===== src/rtl/ysyx_22050078_pipe_hazard_ctrl_if.sv =====
// Control bundle between the pipeline datapath and the hazard controller.
// The datapath side uses the master modport; the controller uses slave.
interface ysyx_22050078_pipe_hazard_ctrl_if;
    logic [4:0]  i_idu_rs1;
    logic [4:0]  i_idu_rs2;
    logic        i_idu_rs1_ren;
    logic        i_idu_rs2_ren;
    logic        i_idex_memrd;
    logic [4:0]  i_idex_rd;
    logic        i_ex_redirect;
    logic        i_ifu_valid;
    logic        i_lsu_req;
    logic        i_lsu_ack;

    logic        o_pc_wen;
    logic        o_ifid_wen;
    logic        o_ifid_bubble;
    logic        o_idex_wen;
    logic        o_idex_bubble;
    logic        o_exmem_wen;
    logic        o_exmem_bubble;
    logic        o_memwb_wen;
    logic        o_memwb_bubble;
    logic [1:0]  o_state;
    logic [31:0] o_stall_cnt;
    logic [31:0] o_flush_cnt;
    logic        o_mem_timeout;

    modport master (
        output i_idu_rs1, i_idu_rs2, i_idu_rs1_ren, i_idu_rs2_ren,
               i_idex_memrd, i_idex_rd, i_ex_redirect, i_ifu_valid,
               i_lsu_req, i_lsu_ack,
        input  o_pc_wen, o_ifid_wen, o_ifid_bubble, o_idex_wen, o_idex_bubble,
               o_exmem_wen, o_exmem_bubble, o_memwb_wen, o_memwb_bubble,
               o_state, o_stall_cnt, o_flush_cnt, o_mem_timeout
    );

    modport slave (
        input  i_idu_rs1, i_idu_rs2, i_idu_rs1_ren, i_idu_rs2_ren,
               i_idex_memrd, i_idex_rd, i_ex_redirect, i_ifu_valid,
               i_lsu_req, i_lsu_ack,
        output o_pc_wen, o_ifid_wen, o_ifid_bubble, o_idex_wen, o_idex_bubble,
               o_exmem_wen, o_exmem_bubble, o_memwb_wen, o_memwb_bubble,
               o_state, o_stall_cnt, o_flush_cnt, o_mem_timeout
    );
endinterface


===== src/rtl/ysyx_22050078_pipe_hazard_ctrl.sv =====
// Five-stage pipeline hazard controller: memory stalls, branch flushes,
// load-use interlocks and fetch bubbles, with stall/flush statistics.
module ysyx_22050078_pipe_hazard_ctrl #(
    parameter int unsigned TIMEOUT = 255
) (
    input  logic clk,
    input  logic rst,
    ysyx_22050078_pipe_hazard_ctrl_if.slave bus
);

    typedef enum logic [1:0] {
        ST_RUN   = 2'd0,
        ST_FLUSH = 2'd1,
        ST_WAIT  = 2'd2
    } state_t;

    localparam logic [7:0] TIMEOUT_W = 8'(TIMEOUT);

    state_t      state;
    state_t      state_next;
    logic        pend_flush;
    logic        pend_flush_next;
    logic [7:0]  wait_cnt;
    logic [7:0]  wait_inc;
    logic [31:0] stall_cnt;
    logic [31:0] flush_cnt;
    logic        mem_timeout;

    logic        ms;
    logic        lu;
    logic        rs1_hit;
    logic        rs2_hit;
    logic        redirect_acc;

    logic        pc_wen;
    logic        ifid_wen;
    logic        ifid_bubble;
    logic        idex_wen;
    logic        idex_bubble;
    logic        exmem_wen;
    logic        exmem_bubble;
    logic        memwb_wen;
    logic        memwb_bubble;

    assign ms           = bus.i_lsu_req & ~bus.i_lsu_ack;
    assign rs1_hit      = bus.i_idu_rs1_ren & (bus.i_idu_rs1 == bus.i_idex_rd);
    assign rs2_hit      = bus.i_idu_rs2_ren & (bus.i_idu_rs2 == bus.i_idex_rd);
    assign lu           = bus.i_idex_memrd & (bus.i_idex_rd != 5'd0) & (rs1_hit | rs2_hit);
    // A redirect seen during a memory stall is dropped; the held EX stage re-presents it.
    assign redirect_acc = bus.i_ex_redirect & ~ms;
    assign wait_inc     = (wait_cnt == 8'hFF) ? 8'hFF : wait_cnt + 8'd1;

    always_comb begin
        pc_wen       = 1'b1;
        ifid_wen     = 1'b1;
        ifid_bubble  = 1'b0;
        idex_wen     = 1'b1;
        idex_bubble  = 1'b0;
        exmem_wen    = 1'b1;
        exmem_bubble = 1'b0;
        memwb_wen    = 1'b1;
        memwb_bubble = 1'b0;
        if (rst) begin
            pc_wen    = 1'b0;
            ifid_wen  = 1'b0;
            idex_wen  = 1'b0;
            exmem_wen = 1'b0;
            memwb_wen = 1'b0;
        end else if (ms) begin
            pc_wen       = 1'b0;
            ifid_wen     = 1'b0;
            idex_wen     = 1'b0;
            exmem_wen    = 1'b0;
            memwb_bubble = 1'b1;
        end else if (bus.i_ex_redirect) begin
            ifid_bubble = 1'b1;
            idex_bubble = 1'b1;
        end else if (lu) begin
            pc_wen      = 1'b0;
            ifid_wen    = 1'b0;
            idex_bubble = 1'b1;
        end else if (!bus.i_ifu_valid) begin
            pc_wen      = 1'b0;
            ifid_bubble = 1'b1;
        end
        // The instruction fetched right after a redirect is on the wrong path.
        if (!rst && !ms && state == ST_FLUSH) begin
            ifid_bubble = 1'b1;
        end
    end

    always_comb begin
        state_next      = state;
        pend_flush_next = pend_flush;
        case (state)
            ST_RUN: begin
                if (ms)
                    state_next = ST_WAIT;
                else if (bus.i_ex_redirect)
                    state_next = ST_FLUSH;
                else
                    state_next = ST_RUN;
            end
            ST_FLUSH: begin
                if (ms) begin
                    state_next      = ST_WAIT;
                    pend_flush_next = 1'b1;
                end else if (bus.i_ex_redirect) begin
                    state_next = ST_FLUSH;
                end else begin
                    state_next = ST_RUN;
                end
            end
            ST_WAIT: begin
                if (ms) begin
                    state_next = ST_WAIT;
                end else begin
                    state_next      = (pend_flush || bus.i_ex_redirect) ? ST_FLUSH : ST_RUN;
                    pend_flush_next = 1'b0;
                end
            end
            default: begin
                state_next      = ST_RUN;
                pend_flush_next = 1'b0;
            end
        endcase
    end

    always_ff @(posedge clk) begin
        if (rst) begin
            state       <= ST_RUN;
            pend_flush  <= 1'b0;
            wait_cnt    <= 8'd0;
            stall_cnt   <= 32'd0;
            flush_cnt   <= 32'd0;
            mem_timeout <= 1'b0;
        end else begin
            state      <= state_next;
            pend_flush <= pend_flush_next;
            if (state != ST_WAIT && state_next == ST_WAIT) begin
                wait_cnt <= 8'd0;
            end else if (state == ST_WAIT && ms) begin
                wait_cnt <= wait_inc;
                if (wait_inc >= TIMEOUT_W)
                    mem_timeout <= 1'b1;
            end
            if (!pc_wen)
                stall_cnt <= stall_cnt + 32'd1;
            if (redirect_acc)
                flush_cnt <= flush_cnt + 32'd1;
        end
    end

    assign bus.o_pc_wen       = pc_wen;
    assign bus.o_ifid_wen     = ifid_wen;
    assign bus.o_ifid_bubble  = ifid_bubble;
    assign bus.o_idex_wen     = idex_wen;
    assign bus.o_idex_bubble  = idex_bubble;
    assign bus.o_exmem_wen    = exmem_wen;
    assign bus.o_exmem_bubble = exmem_bubble;
    assign bus.o_memwb_wen    = memwb_wen;
    assign bus.o_memwb_bubble = memwb_bubble;
    assign bus.o_state        = state;
    assign bus.o_stall_cnt    = stall_cnt;
    assign bus.o_flush_cnt    = flush_cnt;
    assign bus.o_mem_timeout  = mem_timeout;

endmodule


===== src/flat_wrapper.sv =====
// flat-port wrapper written by rule: the top's interface ports become plain ports
module ysyx_22050078_pipe_hazard_ctrl_flat 
#(
    parameter int unsigned TIMEOUT = 255
)
  (clk, rst, bus_i_idu_rs1, bus_i_idu_rs2, bus_i_idu_rs1_ren, bus_i_idu_rs2_ren, bus_i_idex_memrd, bus_i_idex_rd, bus_i_ex_redirect, bus_i_ifu_valid, bus_i_lsu_req, bus_i_lsu_ack, bus_o_pc_wen, bus_o_ifid_wen, bus_o_ifid_bubble, bus_o_idex_wen, bus_o_idex_bubble, bus_o_exmem_wen, bus_o_exmem_bubble, bus_o_memwb_wen, bus_o_memwb_bubble, bus_o_state, bus_o_stall_cnt, bus_o_flush_cnt, bus_o_mem_timeout);
  ysyx_22050078_pipe_hazard_ctrl_if bus_i ();
  input  logic clk;
  input  logic rst;
  input wire logic [$bits(bus_i.i_idu_rs1)-1:0] bus_i_idu_rs1;
  input wire logic [$bits(bus_i.i_idu_rs2)-1:0] bus_i_idu_rs2;
  input wire logic [$bits(bus_i.i_idu_rs1_ren)-1:0] bus_i_idu_rs1_ren;
  input wire logic [$bits(bus_i.i_idu_rs2_ren)-1:0] bus_i_idu_rs2_ren;
  input wire logic [$bits(bus_i.i_idex_memrd)-1:0] bus_i_idex_memrd;
  input wire logic [$bits(bus_i.i_idex_rd)-1:0] bus_i_idex_rd;
  input wire logic [$bits(bus_i.i_ex_redirect)-1:0] bus_i_ex_redirect;
  input wire logic [$bits(bus_i.i_ifu_valid)-1:0] bus_i_ifu_valid;
  input wire logic [$bits(bus_i.i_lsu_req)-1:0] bus_i_lsu_req;
  input wire logic [$bits(bus_i.i_lsu_ack)-1:0] bus_i_lsu_ack;
  output wire logic [$bits(bus_i.o_pc_wen)-1:0] bus_o_pc_wen;
  output wire logic [$bits(bus_i.o_ifid_wen)-1:0] bus_o_ifid_wen;
  output wire logic [$bits(bus_i.o_ifid_bubble)-1:0] bus_o_ifid_bubble;
  output wire logic [$bits(bus_i.o_idex_wen)-1:0] bus_o_idex_wen;
  output wire logic [$bits(bus_i.o_idex_bubble)-1:0] bus_o_idex_bubble;
  output wire logic [$bits(bus_i.o_exmem_wen)-1:0] bus_o_exmem_wen;
  output wire logic [$bits(bus_i.o_exmem_bubble)-1:0] bus_o_exmem_bubble;
  output wire logic [$bits(bus_i.o_memwb_wen)-1:0] bus_o_memwb_wen;
  output wire logic [$bits(bus_i.o_memwb_bubble)-1:0] bus_o_memwb_bubble;
  output wire logic [$bits(bus_i.o_state)-1:0] bus_o_state;
  output wire logic [$bits(bus_i.o_stall_cnt)-1:0] bus_o_stall_cnt;
  output wire logic [$bits(bus_i.o_flush_cnt)-1:0] bus_o_flush_cnt;
  output wire logic [$bits(bus_i.o_mem_timeout)-1:0] bus_o_mem_timeout;
  assign bus_i.i_idu_rs1 = bus_i_idu_rs1;
  assign bus_i.i_idu_rs2 = bus_i_idu_rs2;
  assign bus_i.i_idu_rs1_ren = bus_i_idu_rs1_ren;
  assign bus_i.i_idu_rs2_ren = bus_i_idu_rs2_ren;
  assign bus_i.i_idex_memrd = bus_i_idex_memrd;
  assign bus_i.i_idex_rd = bus_i_idex_rd;
  assign bus_i.i_ex_redirect = bus_i_ex_redirect;
  assign bus_i.i_ifu_valid = bus_i_ifu_valid;
  assign bus_i.i_lsu_req = bus_i_lsu_req;
  assign bus_i.i_lsu_ack = bus_i_lsu_ack;
  assign bus_o_pc_wen = bus_i.o_pc_wen;
  assign bus_o_ifid_wen = bus_i.o_ifid_wen;
  assign bus_o_ifid_bubble = bus_i.o_ifid_bubble;
  assign bus_o_idex_wen = bus_i.o_idex_wen;
  assign bus_o_idex_bubble = bus_i.o_idex_bubble;
  assign bus_o_exmem_wen = bus_i.o_exmem_wen;
  assign bus_o_exmem_bubble = bus_i.o_exmem_bubble;
  assign bus_o_memwb_wen = bus_i.o_memwb_wen;
  assign bus_o_memwb_bubble = bus_i.o_memwb_bubble;
  assign bus_o_state = bus_i.o_state;
  assign bus_o_stall_cnt = bus_i.o_stall_cnt;
  assign bus_o_flush_cnt = bus_i.o_flush_cnt;
  assign bus_o_mem_timeout = bus_i.o_mem_timeout;
  ysyx_22050078_pipe_hazard_ctrl #(.TIMEOUT(TIMEOUT)) u_core (.clk(clk), .rst(rst), .bus(bus_i));
endmodule

===== config.mk =====
export PLATFORM = sky130hd
export DESIGN_NAME = ysyx_22050078_pipe_hazard_ctrl_flat
export DESIGN_NICKNAME = d
export VERILOG_FILES = /design/src/rtl/ysyx_22050078_pipe_hazard_ctrl_if.sv /design/src/rtl/ysyx_22050078_pipe_hazard_ctrl.sv /design/src/flat_wrapper.sv
export SDC_FILE = /design/constraint.sdc
export NUM_CORES = 1
export LEC_CHECK = 0
export CAP_MARGIN = 20
export CORE_MARGIN = 4
export CORE_UTILIZATION = 35
export CTS_BUF_LIST = sky130_fd_sc_hd__clkbuf_8
export CTS_CLUSTER_DIAMETER = 200
export DETAILED_ROUTE_END_ITERATION = 8
export GPL_TIMING_DRIVEN = 0
export MAX_ROUTING_LAYER = met4
export PLACE_DENSITY_LB_ADDON = 0.08
export SLEW_MARGIN = 25
export SYNTH_ARGS = -nofsm -noshare
export SYNTH_HDL_FRONTEND = slang
export SYNTH_SLANG_ARGS = --single-unit

===== constraint.sdc =====
create_clock -name clk -period 9.6 [get_ports clk]
set_input_delay 2.88 -clock clk [delete_from_list [all_inputs] [get_ports clk]]
set_output_delay 2.88 -clock clk [all_outputs]
set_load 0.03 [all_outputs]

# [Yosys cells after proc, flatten, opt, wreduce, memory -nomap -nowiden]
# Index checks and enable logic that the tools add are counted.
[op_classes] eq_ne=9 add_sub_neg=3 bitwise=11 reduce_logical=13 n_lt_le_gt_ge=1 mux=33
[op_table] op="adder 32 x 1 -> 32 bit, second input constant" count=2
[op_table] op="2-to-1 mux 1 bit" count=28
[op_table] op="== test 5 bit" count=2
[op_table] op="adder 8 x 1 -> 8 bit, second input constant" count=1
[op_table] op="== test 8 bit, second input constant" count=1
[op_table] op="greater-or-equal comparator 8 bit, second input constant" count=1
[op_table] op="2-to-1 mux 8 bit" count=1
[op_table] op="AND 1 bit" count=6
[op_table] op="AND reduction 3 bit" count=2
[op_table] op="nonzero test 5 bit" count=1
[op_table] op="== test 2 bit, second input constant" count=2
[op_table] op="logical AND 1 bit" count=4
[op_table] op="2-to-1 mux 2 bit" count=2
[op_table] op="!= test 2 bit, second input constant" count=2
[op_table] op="NOT 1 bit" count=4
[op_table] op="one-hot mux 2 bit (2 select lines)" count=1
[op_table] op="OR reduction 2 bit" count=2
[op_table] op="one-hot mux 1 bit (3 select lines)" count=1
[op_table] op="== test 2 x 1 -> 1 bit, second input constant" count=1
[op_table] op="logical NOT 1 bit" count=2
[op_table] op="logical NOT 2 bit" count=1
[op_table] op="!= test 2 x 1 -> 1 bit, second input constant" count=1
[op_table] op="logical OR 1 bit" count=1
[op_table] op="bitwise OR 1 bit" count=1
[word_totals] reg_bits=76 elab_cells=76

# [Longest topological paths before layout]
[logic_depth] depth_word=9 mapped_depth=9 depth_no_buf=7

# [Worst setup path after synthesis]
# OpenSTA, ideal clock, no wires.
[synth_timing] path_kind="in2out" startpoint="input rst" endpoint="output bus_o_pc_wen" n_path_buf=2 path_slack_ps=2087 t_required_ps=6720 arrival_ps=4633 path_stages=7 path_cell_list="inv_1 -> nand2_1 -> inv_1 -> o21ai_0 -> a21oi_1 -> clkbuf_1 -> buf_2"
[synth_via] elab_chain_len=1
[synth_lines] item="start: declaration" line_no="flat_wrapper.sv:9" source="input logic rst;"
[synth_lines] item="2-to-1 mux 1 bit" line_no="ysyx_22050078_pipe_hazard_ctrl.sv:63" source="if (rst) begin"
[synth_lines] item="end: declaration" line_no="flat_wrapper.sv:20" source="output wire logic [$bits(bus_i.o_pc_wen)-1:0] bus_o_pc_wen;"
# Every way passes these cells.

# [Final worst setup path]
[layout_timing] startpoint="input bus_i_idex_rd[1]" endpoint="output bus_o_pc_wen"
[layout_via] elab_chain_len=8 elab_cells_between_ends=12 classes_between="eq/ne: 2; mux: 4; bitwise: 5; reduce/logical: 1"
[layout_lines] item="start: declaration" line_no="flat_wrapper.sv:15" source="input wire logic [$bits(bus_i.i_idex_rd)-1:0] bus_i_idex_rd;"
[layout_lines] item="== test 5 bit, on equally long branches" line_no="ysyx_22050078_pipe_hazard_ctrl.sv:46, ysyx_22050078_pipe_hazard_ctrl.sv:47"
[layout_lines] item="AND 1 bit, on equally long branches" line_no="ysyx_22050078_pipe_hazard_ctrl.sv:46, ysyx_22050078_pipe_hazard_ctrl.sv:47"
[layout_lines] item="bitwise OR 1 bit" line_no="ysyx_22050078_pipe_hazard_ctrl.sv:48" source="assign lu = bus.i_idex_memrd & (bus.i_idex_rd != 5'd0) & (rs1_hit | rs2_hit);"
[layout_lines] item="AND 1 bit *" line_no="ysyx_22050078_pipe_hazard_ctrl.sv:48"
[layout_lines] item="2-to-1 mux 1 bit *" line_no="ysyx_22050078_pipe_hazard_ctrl.sv:78" source="end else if (lu) begin"
[layout_lines] item="2-to-1 mux 1 bit *" line_no="ysyx_22050078_pipe_hazard_ctrl.sv:75" source="end else if (bus.i_ex_redirect) begin"
[layout_lines] item="2-to-1 mux 1 bit *" line_no="ysyx_22050078_pipe_hazard_ctrl.sv:69" source="end else if (ms) begin"
[layout_lines] item="2-to-1 mux 1 bit *" line_no="ysyx_22050078_pipe_hazard_ctrl.sv:63"
# Every way passes the cells marked *; elsewhere a longest branch is shown, timed or not.

==> results.json <==
{
  "clkLatencyLatePin_ns": 0.34,
  "cts.clk_slew.worst_paths_ns": 0.08,
  "yosysTopAreaCell": "dfxtp_1",
  "layout_setup_ws_ns": 0.322,
  "drt_pass1_iterations": 5,
  "portBuffers": 97,
  "crit_arrival_ns": 6.40,
  "synth-seq-area-share_pct": 40.9,
  "cts_hold_buf": 0,
  "routed_wl_um": 10600,
  "end_kind": "output pin",
  "crit_fanout": 10,
  "synth_common_cells": "76 x dfxtp_1, 53 x nor2_1, 38 x a21oi_1, 35 x nand2_1, 32 x nand3_1",
  "place_congestion": 0.809,
  "synth_cells": 454,
  "yosysMostFrequentCell": "dfxtp_1",
  "fin_crit_ns": 9.28,
  "seqCellArea_sq_um": 1520,
  "grt_pass1_wl_um": 17900,
  "ys_warn_count": 0,
  "max_cap_violations": 0,
  "overflow": 0,
  "yosys-top-cells-area": "dfxtp_1 41%, xor2_1 6.1%, nor2_1 5.4%",
  "cts_htree_levels": 3,
  "pin_count": 100,
  "initial_core_util_pct": 36.0,
  "finalSetupTns_ns": 0,
  "ys.flop_type": "dfxtp_1",
  "crit_type": "primary input to output pin",
  "preCtsSetupSlack_ns": 0.316,
  "synth_edf_count": 0,
  "vias": 3662,
  "clock.fmax_mhz": 108,
  "period_share_pct": 96.6,
  "area_growth_syn_to_layout_pct": 36.5,
  "worstMarginPinSlew_ns": 0.784,
  "cts.sinks": 76,
  "powerDensity_nw_per_um2": 127,
  "sw_frac_of_total_pct": 24.5,
  "drt-wirelength-per-cell_um": 15.1,
  "fillers": 1067,
  "final_util_pct": 49.1,
  "fin_nets": 589,
  "placed_area_sq_um": 4870,
  "cts.path.max_buffers": 2,
  "slowest_delay_ns": 0.72,
  "p_seq_share_pct": 49.8,
  "status": "complete, no violations",
  "hpwl_um": 7740,
  "clockPowerShare_pct": 40.4,
  "dieArea_sq_um": 12300,
  "p_leak_uw": 0.00166,
  "fin_skew_ns": 0.0143,
  "combPwrFrac_pct": 9.8,
  "synth_area_sq_um": 3720,
  "grt_start_max_net_pins": 13,
  "crit_slowest_cell": "clkdlybuf4s50_1",
  "tritoncts": "built",
  "setup_viol": 0,
  "holdCritPathClass": "flip-flop to flip-flop",
  "p_int_uw": 487,
  "design_area_sq_um": 5070,
  "ir_drop_mv": 0.0790,
  "num_rows": 37,
  "worstPathCellList": "clkdlybuf4s50_1 -> or4_1 -> o21ai_0 -> nor2_1 -> a21oi_1 -> clkbuf_1 -> buf_2 -> clkdlybuf4s50_1",
  "multi_input_area_sq_um": 2060,
  "startpoint_type": "primary input",
  "dp_cells": 687,
  "drc": 0,
  "ys_ff_latch": 76,
  "fin_cells": 702,
  "root_buffer": "clkbuf_8",
  "cts_made_buffers": 9,
  "track_usage_pct": 17.7,
  "grt_antenna_before_repair": 0,
  "crit_top_cell": "clkdlybuf4s50_1",
  "vias_per_cell": 5.22,
  "finalHoldViolCount": 0,
  "cts.repair.resized": 0,
  "cts_setup_buffers": 0,
  "synth_top_area_share_pct": 40.9,
  "syn_avg_cell_area_sq_um": 8.19,
  "grt_pass1_vias": 3623,
  "die_h_um": 111,
  "async_flop_share_pct": 0,
  "ys_types": 46,
  "core_area_sq_um": 10300,
  "drv_slew": 0,
  "synthesis.nets": 481,
  "rsz0062_at_grt": "false",
  "initialDrtViolationCount": 172,
  "antenna_left": 0,
  "drive_gt1_share_pct": 4.77,
  "antenna_cells": 0,
  "p_sw_uw": 158,
  "die_w_um": 111,
  "slew_headroom_pct": 47.3,
  "crit_required_ns": 6.72
}
-- routing by layer --
layer	part of all wire [%]	GRT usage [%]
met5	0	-
met4	0.96	4.38
met3	3.7	2.95
met2	48	29.7
met1	47	22.3
-- worst max-delay path: cells and delay by family --
family / cells / cell delay [ns]
buffers and inverters: 4 / 2.03
AOI/OAI and AO/OA: 2 / 0.84
and+or+nand+nor: 2 / 0.64
-- flip-flops by register name, summed over array words and instances, names as in the netlist --
register,count
u_core.bus.o_flush_cnt,32
u_core.bus.o_stall_cnt,32
u_core.wait_cnt,8
u_core.bus.o_state,2
u_core.bus.o_mem_timeout,1
u_core.pend_flush,1
-- logic make-up after synthesis --
family / after synthesis / share of synthesized area (%)
XOR/XNOR: 39 / 9.19
multiplexers: 2 / 0.539
AND/OR/NAND/NOR: 207 / 28.8
flip-flops: 76 / 40.9
AO/OA/AOI/OAI: 94 / 15.5
other: 1 / 0.101
buffers and inverters: 32 / 3.94
adder cells (fa/ha/maj): 3 / 1.01
-- path summary, 6_finish.rpt --
| check | startpoint | to | slack, ns | cells past startpoint |
|---|---|---|---|---|
| worst min register to register | u_core.bus.o_mem_timeout | u_core.bus.o_mem_timeout | 0.47 | 1 |
| worst max register to register | u_core.bus.o_stall_cnt[3] | u_core.bus.o_stall_cnt[31] | 6.92 | 8 |
| worst min-delay path | u_core.bus.o_mem_timeout | u_core.bus.o_mem_timeout | 0.47 | 1 |
| worst max-delay path | bus_i_idex_rd[1] | bus_o_pc_wen | 0.32 | 8 |
-- stage by stage --
step	total power, uW	hold WS [ns]
2_1_floorplan	362	0.453
3_3_place_gp	391	0.447
3_5_place_dp	392	0.463
4_1_cts	651	0.482
5_1_grt	671	0.499
6_report	645	0.475
-- layout by cell type, fill, tap and decap left out, types with 17 or more instances in the layout --
| master | n |
|---|---|
| a21oi_1 | 38 |
| clkbuf_1 | 17 |
| clkdlybuf4s50_1 | 97 |
| dfxtp_1 | 76 |
| nand2_1 | 35 |
| nand3_1 | 32 |
| nand4_1 | 17 |
| nor2_1 | 53 |
| or4_1 | 17 |
| xor2_1 | 26 |
-- final cells by class --
class | instances | area share (%)
sequential | 76 | 30.0
clock buffer | 9 | 2.44
buffer | 25 | 2.37
clock inverter | 6 | 1.58
tap | 136 | 3.35
multi-input combinational | 346 | 40.6
timing repair buffer | 97 | 19.1
inverter | 7 | 0.518
-- power by group through the flow --
| stage | clock [uW] | sequential, uW | combinational, uW |
|---|---|---|---|
| 2_1_floorplan | 0 | 333 | 29.2 |
| 3_3_place_gp | 0 | 328 | 62.9 |
| 3_5_place_dp | 0 | 329 | 63.7 |
| 4_1_cts | 266 | 321 | 63.8 |
| 5_1_grt | 280 | 322 | 68.4 |
| 6_report | 261 | 321 | 63.0 |
Power figures use the tool's default switching activity.
